**config.mk**
```make
export PLATFORM = sky130hd
export DESIGN_NAME = uart_prog_loader_flat
export DESIGN_NICKNAME = d
export VERILOG_FILES = /design/src/rtl/uart_prog_loader_pkg.sv /design/src/rtl/uart_prog_loader_if.sv /design/src/rtl/uart_rx.sv /design/src/rtl/uart_prog_loader.sv /design/src/flat_wrapper.sv
export SDC_FILE = /design/constraint.sdc
export NUM_CORES = 1
export LEC_CHECK = 0
export ABC_AREA = 1
export CORE_UTILIZATION = 35
export DETAILED_ROUTE_END_ITERATION = 10
export DONT_BUFFER_PORTS = 1
export PLACE_DENSITY = 0.52
export SETUP_SLACK_MARGIN = 0.02
export SKIP_CTS_REPAIR_TIMING = 1
export SYNTH_ARGS = -nofsm -noshare
export SYNTH_HDL_FRONTEND = slang
export SYNTH_SLANG_ARGS = --single-unit
```
**constraint.sdc**
```tcl
create_clock -name clock -period 1.7 [get_ports clock]
set_input_delay 0.34 -clock clock [delete_from_list [all_inputs] [get_ports clock]]
set_output_delay 0.34 -clock clock [all_outputs]
set_load 0.01 [all_outputs]
```
**src/rtl/uart_prog_loader_pkg.sv**
```systemverilog
// Shared constants for the UART program loader: default frame header and FSM state encodings.
package uart_prog_loader_pkg;

    localparam logic [7:0] SyncByteDefault = 8'h55;

    typedef enum logic [1:0] {
        StIdle = 2'd0,
        StLen  = 2'd1,
        StData = 2'd2,
        StCsum = 2'd3
    } loader_state_e;

    typedef enum logic [1:0] {
        RxIdle  = 2'd0,
        RxStart = 2'd1,
        RxData  = 2'd2,
        RxStop  = 2'd3
    } rx_state_e;

endpackage

```
**src/rtl/uart_prog_loader_if.sv**
```systemverilog
// Program-RAM write port and loader status, driven by the loader (master) into RAM/host (slave).
interface uart_prog_loader_if;

    logic [7:0] prog_adrs;
    logic [7:0] prog_data;
    logic       prog_wr_en;
    logic       busy;
    logic       done;
    logic       err;

    modport master (
        output prog_adrs,
        output prog_data,
        output prog_wr_en,
        output busy,
        output done,
        output err
    );

    modport slave (
        input prog_adrs,
        input prog_data,
        input prog_wr_en,
        input busy,
        input done,
        input err
    );

endinterface

```
**src/rtl/uart_rx.sv**
```systemverilog
// 8N1 UART receiver with a 2-flop input synchronizer, mid-bit sampling and start-bit glitch rejection.
module uart_rx
    import uart_prog_loader_pkg::*;
#(
    parameter int unsigned CLKS_PER_BIT = 434
) (
    input  logic       clock,
    input  logic       reset,
    input  logic       rxd,
    output logic [7:0] rx_byte,
    output logic       rx_valid,
    output logic       rx_ferr
);

    localparam logic [15:0] HalfLast = 16'((CLKS_PER_BIT / 2) - 1);
    localparam logic [15:0] BitLast  = 16'(CLKS_PER_BIT - 1);

    logic        sync_1;
    logic        sync_2;
    logic        line_prev;
    rx_state_e   state;
    logic [15:0] clk_cnt;
    logic [2:0]  bit_idx;
    logic [7:0]  shift;

    always_ff @(posedge clock) begin
        if (reset) begin
            sync_1    <= 1'b1;
            sync_2    <= 1'b1;
            line_prev <= 1'b1;
            state     <= RxIdle;
            clk_cnt   <= '0;
            bit_idx   <= '0;
            shift     <= '0;
            rx_byte   <= '0;
            rx_valid  <= 1'b0;
            rx_ferr   <= 1'b0;
        end else begin
            sync_1    <= rxd;
            sync_2    <= sync_1;
            line_prev <= sync_2;
            rx_valid  <= 1'b0;
            rx_ferr   <= 1'b0;
            unique case (state)
                RxIdle: begin
                    if (line_prev && !sync_2) begin
                        state   <= RxStart;
                        clk_cnt <= '0;
                    end
                end
                RxStart: begin
                    if (clk_cnt == HalfLast) begin
                        clk_cnt <= '0;
                        bit_idx <= '0;
                        // Line back high at the midpoint: a glitch, not a start bit.
                        state   <= sync_2 ? RxIdle : RxData;
                    end else begin
                        clk_cnt <= clk_cnt + 16'd1;
                    end
                end
                RxData: begin
                    if (clk_cnt == BitLast) begin
                        clk_cnt <= '0;
                        shift   <= {sync_2, shift[7:1]};
                        bit_idx <= bit_idx + 3'd1;
                        if (bit_idx == 3'd7) begin
                            state <= RxStop;
                        end
                    end else begin
                        clk_cnt <= clk_cnt + 16'd1;
                    end
                end
                RxStop: begin
                    if (clk_cnt == BitLast) begin
                        clk_cnt <= '0;
                        state   <= RxIdle;
                        if (sync_2) begin
                            rx_valid <= 1'b1;
                            rx_byte  <= shift;
                        end else begin
                            rx_ferr <= 1'b1;
                        end
                    end else begin
                        clk_cnt <= clk_cnt + 16'd1;
                    end
                end
                default: state <= RxIdle;
            endcase
        end
    end

endmodule

```
**src/rtl/uart_prog_loader.sv**
```systemverilog
// Receives framed program images over UART (SYNC, LEN, DATA x N, CSUM) and writes them to RAM.
module uart_prog_loader
    import uart_prog_loader_pkg::*;
#(
    parameter int unsigned CLKS_PER_BIT = 434,
    parameter logic [7:0]  SYNC_BYTE    = SyncByteDefault
) (
    input  logic                clock,
    input  logic                reset,
    input  logic                rxd,
    uart_prog_loader_if.master  prog
);

    logic [7:0]    rx_byte;
    logic          rx_valid;
    logic          rx_ferr;
    loader_state_e state;
    logic [7:0]    adr_cnt;
    logic [7:0]    csum;
    logic [8:0]    data_cnt;

    uart_rx #(
        .CLKS_PER_BIT (CLKS_PER_BIT)
    ) u_rx (
        .clock    (clock),
        .reset    (reset),
        .rxd      (rxd),
        .rx_byte  (rx_byte),
        .rx_valid (rx_valid),
        .rx_ferr  (rx_ferr)
    );

    always_ff @(posedge clock) begin
        if (reset) begin
            state           <= StIdle;
            adr_cnt         <= '0;
            csum            <= '0;
            data_cnt        <= '0;
            prog.prog_adrs  <= '0;
            prog.prog_data  <= '0;
            prog.prog_wr_en <= 1'b0;
            prog.busy       <= 1'b0;
            prog.done       <= 1'b0;
            prog.err        <= 1'b0;
        end else begin
            prog.prog_wr_en <= 1'b0;
            if (rx_ferr) begin
                if (state != StIdle) begin
                    state     <= StIdle;
                    prog.busy <= 1'b0;
                    prog.err  <= 1'b1;
                end
            end else if (rx_valid) begin
                unique case (state)
                    StIdle: begin
                        if (rx_byte == SYNC_BYTE) begin
                            state     <= StLen;
                            prog.busy <= 1'b1;
                            prog.done <= 1'b0;
                            prog.err  <= 1'b0;
                        end
                    end
                    StLen: begin
                        // A length byte of zero encodes a full 256-byte page.
                        data_cnt <= (rx_byte == 8'd0) ? 9'd256 : {1'b0, rx_byte};
                        adr_cnt  <= '0;
                        csum     <= '0;
                        state    <= StData;
                    end
                    StData: begin
                        prog.prog_adrs  <= adr_cnt;
                        prog.prog_data  <= rx_byte;
                        prog.prog_wr_en <= 1'b1;
                        adr_cnt         <= adr_cnt + 8'd1;
                        csum            <= csum + rx_byte;
                        data_cnt        <= data_cnt - 9'd1;
                        if (data_cnt == 9'd1) begin
                            state <= StCsum;
                        end
                    end
                    StCsum: begin
                        if (rx_byte == csum) begin
                            prog.done <= 1'b1;
                        end else begin
                            prog.err <= 1'b1;
                        end
                        state     <= StIdle;
                        prog.busy <= 1'b0;
                    end
                    default: state <= StIdle;
                endcase
            end
        end
    end

endmodule

```
**src/flat_wrapper.sv**
```systemverilog
// flat-port wrapper written by rule: the top's interface ports become plain ports
module uart_prog_loader_flat import uart_prog_loader_pkg::*;
#(
    parameter int unsigned CLKS_PER_BIT = 434,
    parameter logic [7:0]  SYNC_BYTE    = SyncByteDefault
)
  (clock, reset, rxd, prog_prog_adrs, prog_prog_data, prog_prog_wr_en, prog_busy, prog_done, prog_err);
  uart_prog_loader_if prog_i ();
  input  logic clock;
  input  logic reset;
  input  logic rxd;
  output wire logic [$bits(prog_i.prog_adrs)-1:0] prog_prog_adrs;
  output wire logic [$bits(prog_i.prog_data)-1:0] prog_prog_data;
  output wire logic [$bits(prog_i.prog_wr_en)-1:0] prog_prog_wr_en;
  output wire logic [$bits(prog_i.busy)-1:0] prog_busy;
  output wire logic [$bits(prog_i.done)-1:0] prog_done;
  output wire logic [$bits(prog_i.err)-1:0] prog_err;
  assign prog_prog_adrs = prog_i.prog_adrs;
  assign prog_prog_data = prog_i.prog_data;
  assign prog_prog_wr_en = prog_i.prog_wr_en;
  assign prog_busy = prog_i.busy;
  assign prog_done = prog_i.done;
  assign prog_err = prog_i.err;
  uart_prog_loader #(.CLKS_PER_BIT(CLKS_PER_BIT), .SYNC_BYTE(SYNC_BYTE)) u_core (.clock(clock), .reset(reset), .rxd(rxd), .prog(prog_i));
endmodule
```
==> flow_metrics.tcl, run 1 <==
set metrics [dict create \
    yosysMostFrequentCell "nand2_1" \
    synth_area_um2 4790 \
    cts_buffer_depth 2 \
    min_path_cells 1 \
    drtIter0Drc 150 \
    cts_root_buf "clkbuf_16" \
    dr.pass1.iters 4 \
    min_path_type "in -> reg" \
    gp_congestion 0.875 \
    fillCellCount 1427 \
    avgViaCountPerCell 4.90 \
    path_class "reg -> reg" \
    critPathMostFrequentCell "buf_4" \
    worst-path-stages 7 \
    final_nets 743 \
    synthTopCellsByArea "dfxtp_1 37%, nand2_1 14%, a21oi_1 6.6%" \
    cts_num_sinks 89 \
    yosysWarnings 0 \
    grt_pass1_wl_um 20300 \
    num_rows 42 \
    grt-ovfl-total 0 \
    critPathBufInv 3 \
    fin_skew_ns 0.00559 \
    crit_family "buffers and inverters" \
    synth_cell_types 40 \
    synth.net_count 729 \
    ys_ff_latch 89 \
    htreeDepth 3 \
    setup-violations-final 0 \
    vias 4411 \
    grt_pass1_vias 4239 \
    setup.worst_path.start_class "register" \
    core_um2 13300 \
    io_buffer_count 0 \
    r2r_slack_ns 0.12 \
    rsz0062_at_grt "true" \
    slew_viol_final 0 \
    status "complete, no violations" \
    max_slew_margin_pct 71.8 \
    crit_path_end_kind "register" \
    area_delta_synth_final_pct 12.9 \
    synth_top_area_share_pct 37.2 \
    final_cells 900 \
    cts_buffers 9 \
    clk_latency_ns 0.34 \
    diodes 0 \
    avgSynthCellArea_um2 6.78 \
    critPathMaxFanout 6 \
    drive_gt1_share_pct 11.5 \
    clk_pin_slew_ns 0.06 \
    grt_usage_pct 18.0 \
    routedWlPerCell_um 13.1 \
    power_uw 4020 \
    fmax_ghz 0.631 \
    synth_edf_count 0 \
    async_reset_ff_share_pct 0 \
    netlist_instances 706 \
    start_util_pct 36.0 \
    yosys_most_used_dff "dfxtp_1" \
    path_cells "inv_1 > ha_1 > nand2_4 > buf_4 > o21ai_1 > buf_4 > nor3b_1" \
    ant_nets 0 \
    finalCriticalPeriod_ns 1.58 \
    grt_max_degree 34 \
    cp.arrival_ns 1.85 \
    tightest_slew_ns 0.422 \
    dieWidth_um 119 \
    cp_slowest_cell "dfxtp_1" \
    remaining_drc_errors 0 \
    crit_required_ns 1.96 \
    ys_seq_area_share_pct 37.2 \
    reg2regPathDepth 7 \
    cts_tree "done" \
    slowest_delay_ns 0.35 \
    multiInputGateArea_um2 2610 \
    ios 23 \
    dp_cells 885 \
    p_leak_uw 0.00236 \
    die-area_um2 14200 \
    dp_hpwl_um 8750 \
    seq_area_um2 1780 \
    vdd.ir_drop.worst_v 0.000737 \
    pwr_density_cell_nw_per_um2 744 \
    hold_viol_final 0 \
    maxCapViolCount 0 \
    yosysTopAreaCell "dfxtp_1" \
    antenna_found_initial 0 \
    die-height_um 119 \
    fin_crit_sh_pct 93.2 \
    routed_wl_um 11800 \
    synth_common_cells "175 x nand2_1, 89 x dfxtp_1, 81 x nor2_1, 78 x inv_1, 63 x a21oi_1" \
]
registers in the layout, indices dropped and copies added, names as in the netlist, 2 cells and up, named ones only:
signal / count
u_core.prog.prog_data: 8
u_core.state: 2
u_core.prog.prog_adrs: 8
u_core.u_rx.shift: 8
u_core.data_cnt: 9
u_core.csum: 8
u_core.u_rx.bit_idx: 3
u_core.u_rx.rx_byte: 8
u_core.u_rx.clk_cnt: 16
u_core.adr_cnt: 8
where the power goes:
group	total, µW	switching (µW)	internal [µW]
registers	2100	7.82	2090
logic	85.4	58.9	26.5
clock network	1840	821	1020
total	4020	888	3140
layout make-up:
type | instances | share of cell area (%)
clock inverter | 3 | 0.324
tap | 176 | 4.07
timing repair buffer | 27 | 4.05
sequential | 89 | 33.0
inverter | 83 | 5.76
multi-input combinational | 510 | 48.3
clock buffer | 12 | 4.56
metrics by stage:
stage	instance area, µm²	util [%]	hold WS (ns)	TNS [ns]	setup WS (ns)
2_1_floorplan	4790	-	0.389	0	0.132
6_report	5410	40.7	0.0548	0	0.115
3_5_place_dp	5090	38.3	0.409	0	0.0701
5_1_grt	5410	40.7	0.0345	-0.00341	-0.00183
4_1_cts	5360	40.3	0.0416	0	0.0614
3_3_place_gp	5090	38.3	0.409	0	0.0553
cells by family after synthesis:
group                    Yosys count  share of synthesized area (%)
AO/OA/AOI/OAI                    122                           13.5
buffers and inverters            107                           9.28
XOR/XNOR                           8                           1.46
flip-flops                        89                           37.2
AND/OR/NAND/NOR                  360                           33.2
adder cells (fa/ha/maj)           20                           5.38
layer usage:
layer / GRT usage [%] / share of wire [%]
met5: 0 / 0
met3: 4.93 / 4.8
met2: 30.0 / 46
met1: 22.5 / 48
met4: 5.85 / 1.8
cells in the final DEF, fill, tap and decap left out, drive strengths merged:
cell      instances
xor2              5
nor2             90
a21boi            1
o21bai            2
clkinv            2
clkinvlp          1
a211oi            1
nor3             13
buf              27
nand3            50
ha               19
inv              83
and3              1
nand4            12
o211ai            3
nand2           186
a31oi             1
dfxtp            89
o31ai             1
a32oi             1
clkbuf           12
o21ai            47
fa                1
nand3b            2
xnor2             3
a21oi            65
or2               3
nor3b             3
worst register-to-register path, delay by kind of cell, from the launching register on:
family                     cells  cell delay (ns)
adders and majority gates      1             0.35
and+or+nand+nor                2             0.33
AOI/OAI and AO/OA              1             0.06
DFF                            1             0.35
buffers and inverters          3             0.43
path summary, 6_finish.rpt:
check	start	endpoint
worst min-delay path	reset	u_core.u_rx.clk_cnt[9]
worst min register to register	u_core.u_rx.shift[0]	u_core.u_rx.shift[0]
worst max-delay path	u_core.state[0]	u_core.adr_cnt[5]
worst max register to register	u_core.state[0]	u_core.adr_cnt[5]
No activity file was read; power rests on OpenSTA's default activity.
==> inputs of run 2 (changes only) <==
--- a/config.mk
+++ b/config.mk
@@ -12,3 +12,3 @@
 export PLACE_DENSITY = 0.52
-export SETUP_SLACK_MARGIN = 0.02
+export SETUP_SLACK_MARGIN = 0.3
 export SKIP_CTS_REPAIR_TIMING = 1
==> constraint.sdc (replaced) <==
create_clock -name clock -period 1.7 [get_ports clock]
set_input_delay 0.51 -clock clock [delete_from_list [all_inputs] [get_ports clock]]
set_output_delay 0.51 -clock clock [all_outputs]
set_load 0.01 [all_outputs]
==> run 2 against run 1 <==
Against the previous run:
- core utilization is 9.4 points higher
- clock-buffer cell count is 2 lower
- cell count is 4.4% higher
- combinational power is 63% higher
- via count is 7.1% higher
- largest power group is now the clock network
- highest routed layer unchanged
==> flow_metrics.tcl, run 2 (synthesized netlist as in run 1, its figures left out) <==
set metrics [dict create \
    status "complete, no violations" \
    grt_pass1_vias 4398 \
    diodes 0 \
    power_frac_seq_pct 46.8 \
    combPwrFrac_pct 3.1 \
    dieWidth_um 119 \
    clkPwrFrac_pct 50.1 \
    tightest_slew_ns 0.465 \
    internal-power_uw 3490 \
    num_rows 42 \
    slew_viol_final 0 \
    cts_tree "done" \
    largest_register_ffs 16 \
    cp.arrival_ns 1.79 \
    seq_area_um2 1830 \
    finalCriticalPeriod_ns 1.55 \
    finalSetupTns_ns 0 \
    grt-ovfl-total 0 \
    fmax_ghz 0.644 \
    multiInputGateArea_um2 3290 \
    core_um2 13300 \
    fin_crit_sh_pct 91.4 \
    start_util_pct 36.0 \
    hold_start "reset" \
    grt_usage_pct 18.3 \
    antenna_found_initial 0 \
    cts_root_buf "clkbuf_16" \
    dr.pass1.iters 4 \
    routed_wl_um 13700 \
    cts_buffer_depth 2 \
    ant_nets 0 \
    critPathMaxFanout 5 \
    grt_pass1_wl_um 20500 \
    max_slew_margin_pct 68.9 \
    final_core_util_pct 50.0 \
    drive_gt1_share_pct 34.0 \
    remaining_drc_errors 0 \
    top_regs "u_core.u_rx.clk_cnt (16), u_core.data_cnt (9)" \
    crit_path_end_kind "register" \
    min_path_type "in -> reg" \
    cts_buffers 9 \
    layout_commonest_cell "nand2_1" \
    pwr_density_cell_nw_per_um2 672 \
    htreeDepth 3 \
    most-common-layout-cells "147 x nand2_1, 63 x inv_1, 63 x dfxtp_1, 55 x nor2_1, 52 x a21oi_1" \
    drtIter0Drc 248 \
    area_delta_synth_final_pct 38.9 \
    ios 23 \
    path_class "reg -> reg" \
    cts_num_sinks 89 \
    grt_max_degree 41 \
    final_nets 782 \
    fillCellCount 1258 \
    vdd.ir_drop.worst_v 0.000565 \
    rsz0062_at_grt "true" \
    dp_hpwl_um 8860 \
    maxCapViolCount 0 \
    crit_required_ns 1.94 \
    p_sw_share_pct 22.1 \
    die-height_um 119 \
    routedWlPerCell_um 14.6 \
    io_buffer_count 0 \
    setup.worst_path.start "u_core.u_rx.rx_byte[0]" \
    gp_congestion 0.851 \
    p_switching_uw 987 \
    hold_viol_final 0 \
    vias 4726 \
    fin_skew_ns 0.00648 \
    top_register "u_core.u_rx.clk_cnt" \
    setup.worst_path.start_class "register" \
    clk_latency_ns 0.35 \
    die-area_um2 14200 \
    setup-violations-final 0 \
    clk_pin_slew_ns 0.07 \
    worstReg2RegStart "u_core.u_rx.rx_byte[0]" \
    avgViaCountPerCell 5.03 \
    p_leak_uw 0.00276 \
]
run 2: changes by cell type in the layout (fill, tap and decap cells not counted), sizes merged, moves of 2 or more:
cell    previous run  this run
nand3             50        53
bufinv             0         2
buf               27        59
inv               83        85
run 2: cell type report:
cell class	count	share of cell area, %
clock buffer	10	3.59
clock inverter	6	1.47
inverter	83	4.98
multi-input combinational	515	49.5
sequential	89	27.5
tap	176	3.31
timing repair buffer	61	9.61
run 2: metrics by stage:
stage	worst slack, ns	instances	instance area (µm²)	hold slack [ns]	total power (µW)
3_5_place_dp	0.0383	892	5170	0.397	2230
2_1_floorplan	0.261	706	4820	0.389	2210
4_1_cts	0.0281	908	5510	0.210	4480
5_1_grt	0.103	940	6650	0.201	4630
3_3_place_gp	0.109	892	5170	0.396	2230
6_report	0.146	940	6650	0.219	4470
run 2: worst paths after layout:
| path | to | slack (ns) | cells past startpoint |
|---|---|---|---|
| min reg2reg | u_core.u_rx.sync_2 | 0.41 | 1 |
| min | u_core.u_rx.clk_cnt[5] | 0.22 | 1 |
| max | u_core.csum[2] | 0.15 | 5 |
| max reg2reg | u_core.csum[2] | 0.15 | 5 |
run 2: layer usage:
layer	share of wire, %	track usage, %	wire length, µm
met1	44	21.6	6080
met2	50	31.6	6840
met4	2.3	6.96	314
met5	0	0	0
met3	3.5	4.89	476
run 2: power by group through the flow:
| stage | Clock [µW] | Combinational (µW) | Sequential, µW |
|---|---|---|---|
| 2_1_floorplan | 0 | 70.1 | 2140 |
| 3_3_place_gp | 0 | 87.5 | 2140 |
| 3_5_place_dp | 0 | 87.7 | 2140 |
| 4_1_cts | 2290 | 88.3 | 2100 |
| 5_1_grt | 2390 | 149 | 2090 |
| 6_report | 2240 | 139 | 2090 |
run 2: critical path, cell delays in order, from the launching register on:
cell	delay, ns
dfxtp_4	0.38
ha_4	0.17
fa_2	0.41
or2_4	0.25
a32oi_2	0.18
nor2_1	0.06
==> inputs of run 3 (changes only) <==
Settings changed: CORE_MARGIN set to 2.
==> run 3 against run 2 <==
Against the previous run:
- non-clock buffer count decreased by 11
- sequential share of layout area is 1.1 points higher
- core utilization fell by 1.8 points
- sequential power about the same
- largest power group is now sequential cells
- clock-buffer cell count is 1 higher
==> flow_metrics.tcl, run 3 (synthesized netlist as in run 1, its figures left out) <==
set metrics [dict create \
    finalSetupTns_ns 0 \
    max_slew_margin_pct 64.9 \
    cts_num_sinks 89 \
    routed_wl_um 13300 \
    grt_pass1_vias 4182 \
    finalCriticalPeriod_ns 1.53 \
    crit_required_ns 1.94 \
    placed_area_um2 5160 \
    path_class "reg -> reg" \
    ios 23 \
    slew_viol_final 0 \
    gp_congestion 0.872 \
    setup.worst_path.start_class "register" \
    area_delta_synth_final_pct 33.9 \
    htreeDepth 3 \
    ant_nets 0 \
    dp_hpwl_um 8780 \
    status "complete, no violations" \
    die-area_um2 14600 \
    cp.arrival_ns 1.78 \
    critPathMaxFanout 5 \
    crit_path_end_kind "register" \
    fin_skew_ns 0.00871 \
    core_um2 13300 \
    drtIter0Drc 238 \
    busiest_layer "met2" \
    dieWidth_um 121 \
    grt-ovfl-total 0 \
    diodes 0 \
    grt_max_degree 34 \
    avgViaCountPerCell 5.00 \
    num_rows 42 \
    layout_commonest_cell "nand2_1" \
    drive_gt1_share_pct 30.8 \
    cts_root_buf "clkbuf_16" \
    setup-violations-final 0 \
    rsz0062_at_grt "true" \
    top_regs "u_core.u_rx.clk_cnt (16), u_core.data_cnt (9)" \
    vias 4642 \
    cts_tree "done" \
    most-common-layout-cells "152 x nand2_1, 67 x dfxtp_1, 65 x inv_1, 62 x nor2_1, 52 x a21oi_1" \
    top_register "u_core.u_rx.clk_cnt" \
    hold_viol_final 0 \
    grt_pass1_wl_um 20200 \
    pwr_density_cell_nw_per_um2 647 \
    remaining_drc_errors 0 \
    maxCapViolCount 0 \
    fin_crit_sh_pct 90.3 \
    io_buffer_count 0 \
    p_leak_uw 0.00264 \
    worstReg2RegStart "u_core.u_rx.rx_byte[0]" \
    dr.pass1.iters 4 \
    fillCellCount 1318 \
    clk_latency_ns 0.35 \
    final_nets 771 \
    die-height_um 121 \
    clk_pin_slew_ns 0.07 \
    fmax_ghz 0.652 \
    cts_buffers 9 \
    vdd.ir_drop.worst_v 0.000496 \
    setup.worst_path.start "u_core.u_rx.rx_byte[0]" \
    grt_usage_pct 17.4 \
    min_path_type "in -> reg" \
    antenna_found_initial 0 \
    use_met1_pct 21.6 \
    hold_start "reset" \
    finalInstanceArea_um2 6410 \
    routedWlPerCell_um 14.3 \
    largest_register_ffs 16 \
    grt_util_met3_pct 4.37 \
    tightest_slew_ns 0.526 \
    grt_use_met2_pct 29.7 \
    cts_buffer_depth 2 \
    start_util_pct 36.0 \
]
## run 3: changes by cell type in the layout (fill, tap and decap cells not counted), sizes merged
| cell | previous run | this run |
|---|---|---|
| bufinv | 2 | 0 |
| buf | 59 | 49 |
| inv | 85 | 83 |
| nand3 | 53 | 52 |
| clkinvlp | 0 | 4 |
## run 3: path summary, 6_finish.rpt
kind                            end  slack [ns]  depth (start not counted)
max                  u_core.csum[2]        0.17                          5
min          u_core.u_rx.clk_cnt[6]        0.21                          1
max reg2reg          u_core.csum[2]        0.17                          5
min reg2reg      u_core.u_rx.sync_2        0.41                          1
## run 3: through the flow
stage	std cells	total power, µW	utilization (%)	hold slack (ns)	setup WS [ns]
2_1_floorplan	706	2210	-	0.389	0.261
3_3_place_gp	889	2230	38.8	0.399	0.114
3_5_place_dp	889	2240	38.8	0.399	0.0455
4_1_cts	905	4180	40.9	0.207	0.0346
5_1_grt	929	4280	48.2	0.196	0.0806
6_report	929	4150	48.2	0.212	0.165
## run 3: layout make-up
type / instances / area [µm²] / area share, %
multi-input cells: 514 / 3240 / 50.5
flip-flops and latches: 89 / 1830 / 28.6
repair buffers: 50 / 505 / 7.88
inverters: 83 / 323 / 5.03
clock buffers: 11 / 243 / 3.78
well taps: 176 / 220 / 3.43
clock inverters: 5 / 41.3 / 0.644
repair inverters: 1 / 7.51 / 0.117
## run 3: critical path, stage by stage (launching register included)
cell,delay (ns)
dfxtp_4,0.37
ha_4,0.17
fa_2,0.39
or2_4,0.24
a32oi_1,0.20
nor2_1,0.05
## run 3: layer usage
layer,vias to the layer above,wire [µm]
met5,-,0
met3,12,462
met4,0,157
li1,2376,-
met1,2182,5820
met2,72,6870
## run 3: power breakdown
| part | leakage, µW | total (µW) | switching [µW] | internal (µW) |
|---|---|---|---|---|
| Clock | 0.000132 | 1930 | 891 | 1040 |
| Sequential | 0.000732 | 2080 | 9.04 | 2070 |
| Combinational | 0.00178 | 134 | 82.6 | 51.1 |
| Total | 0.00264 | 4150 | 982 | 3170 |
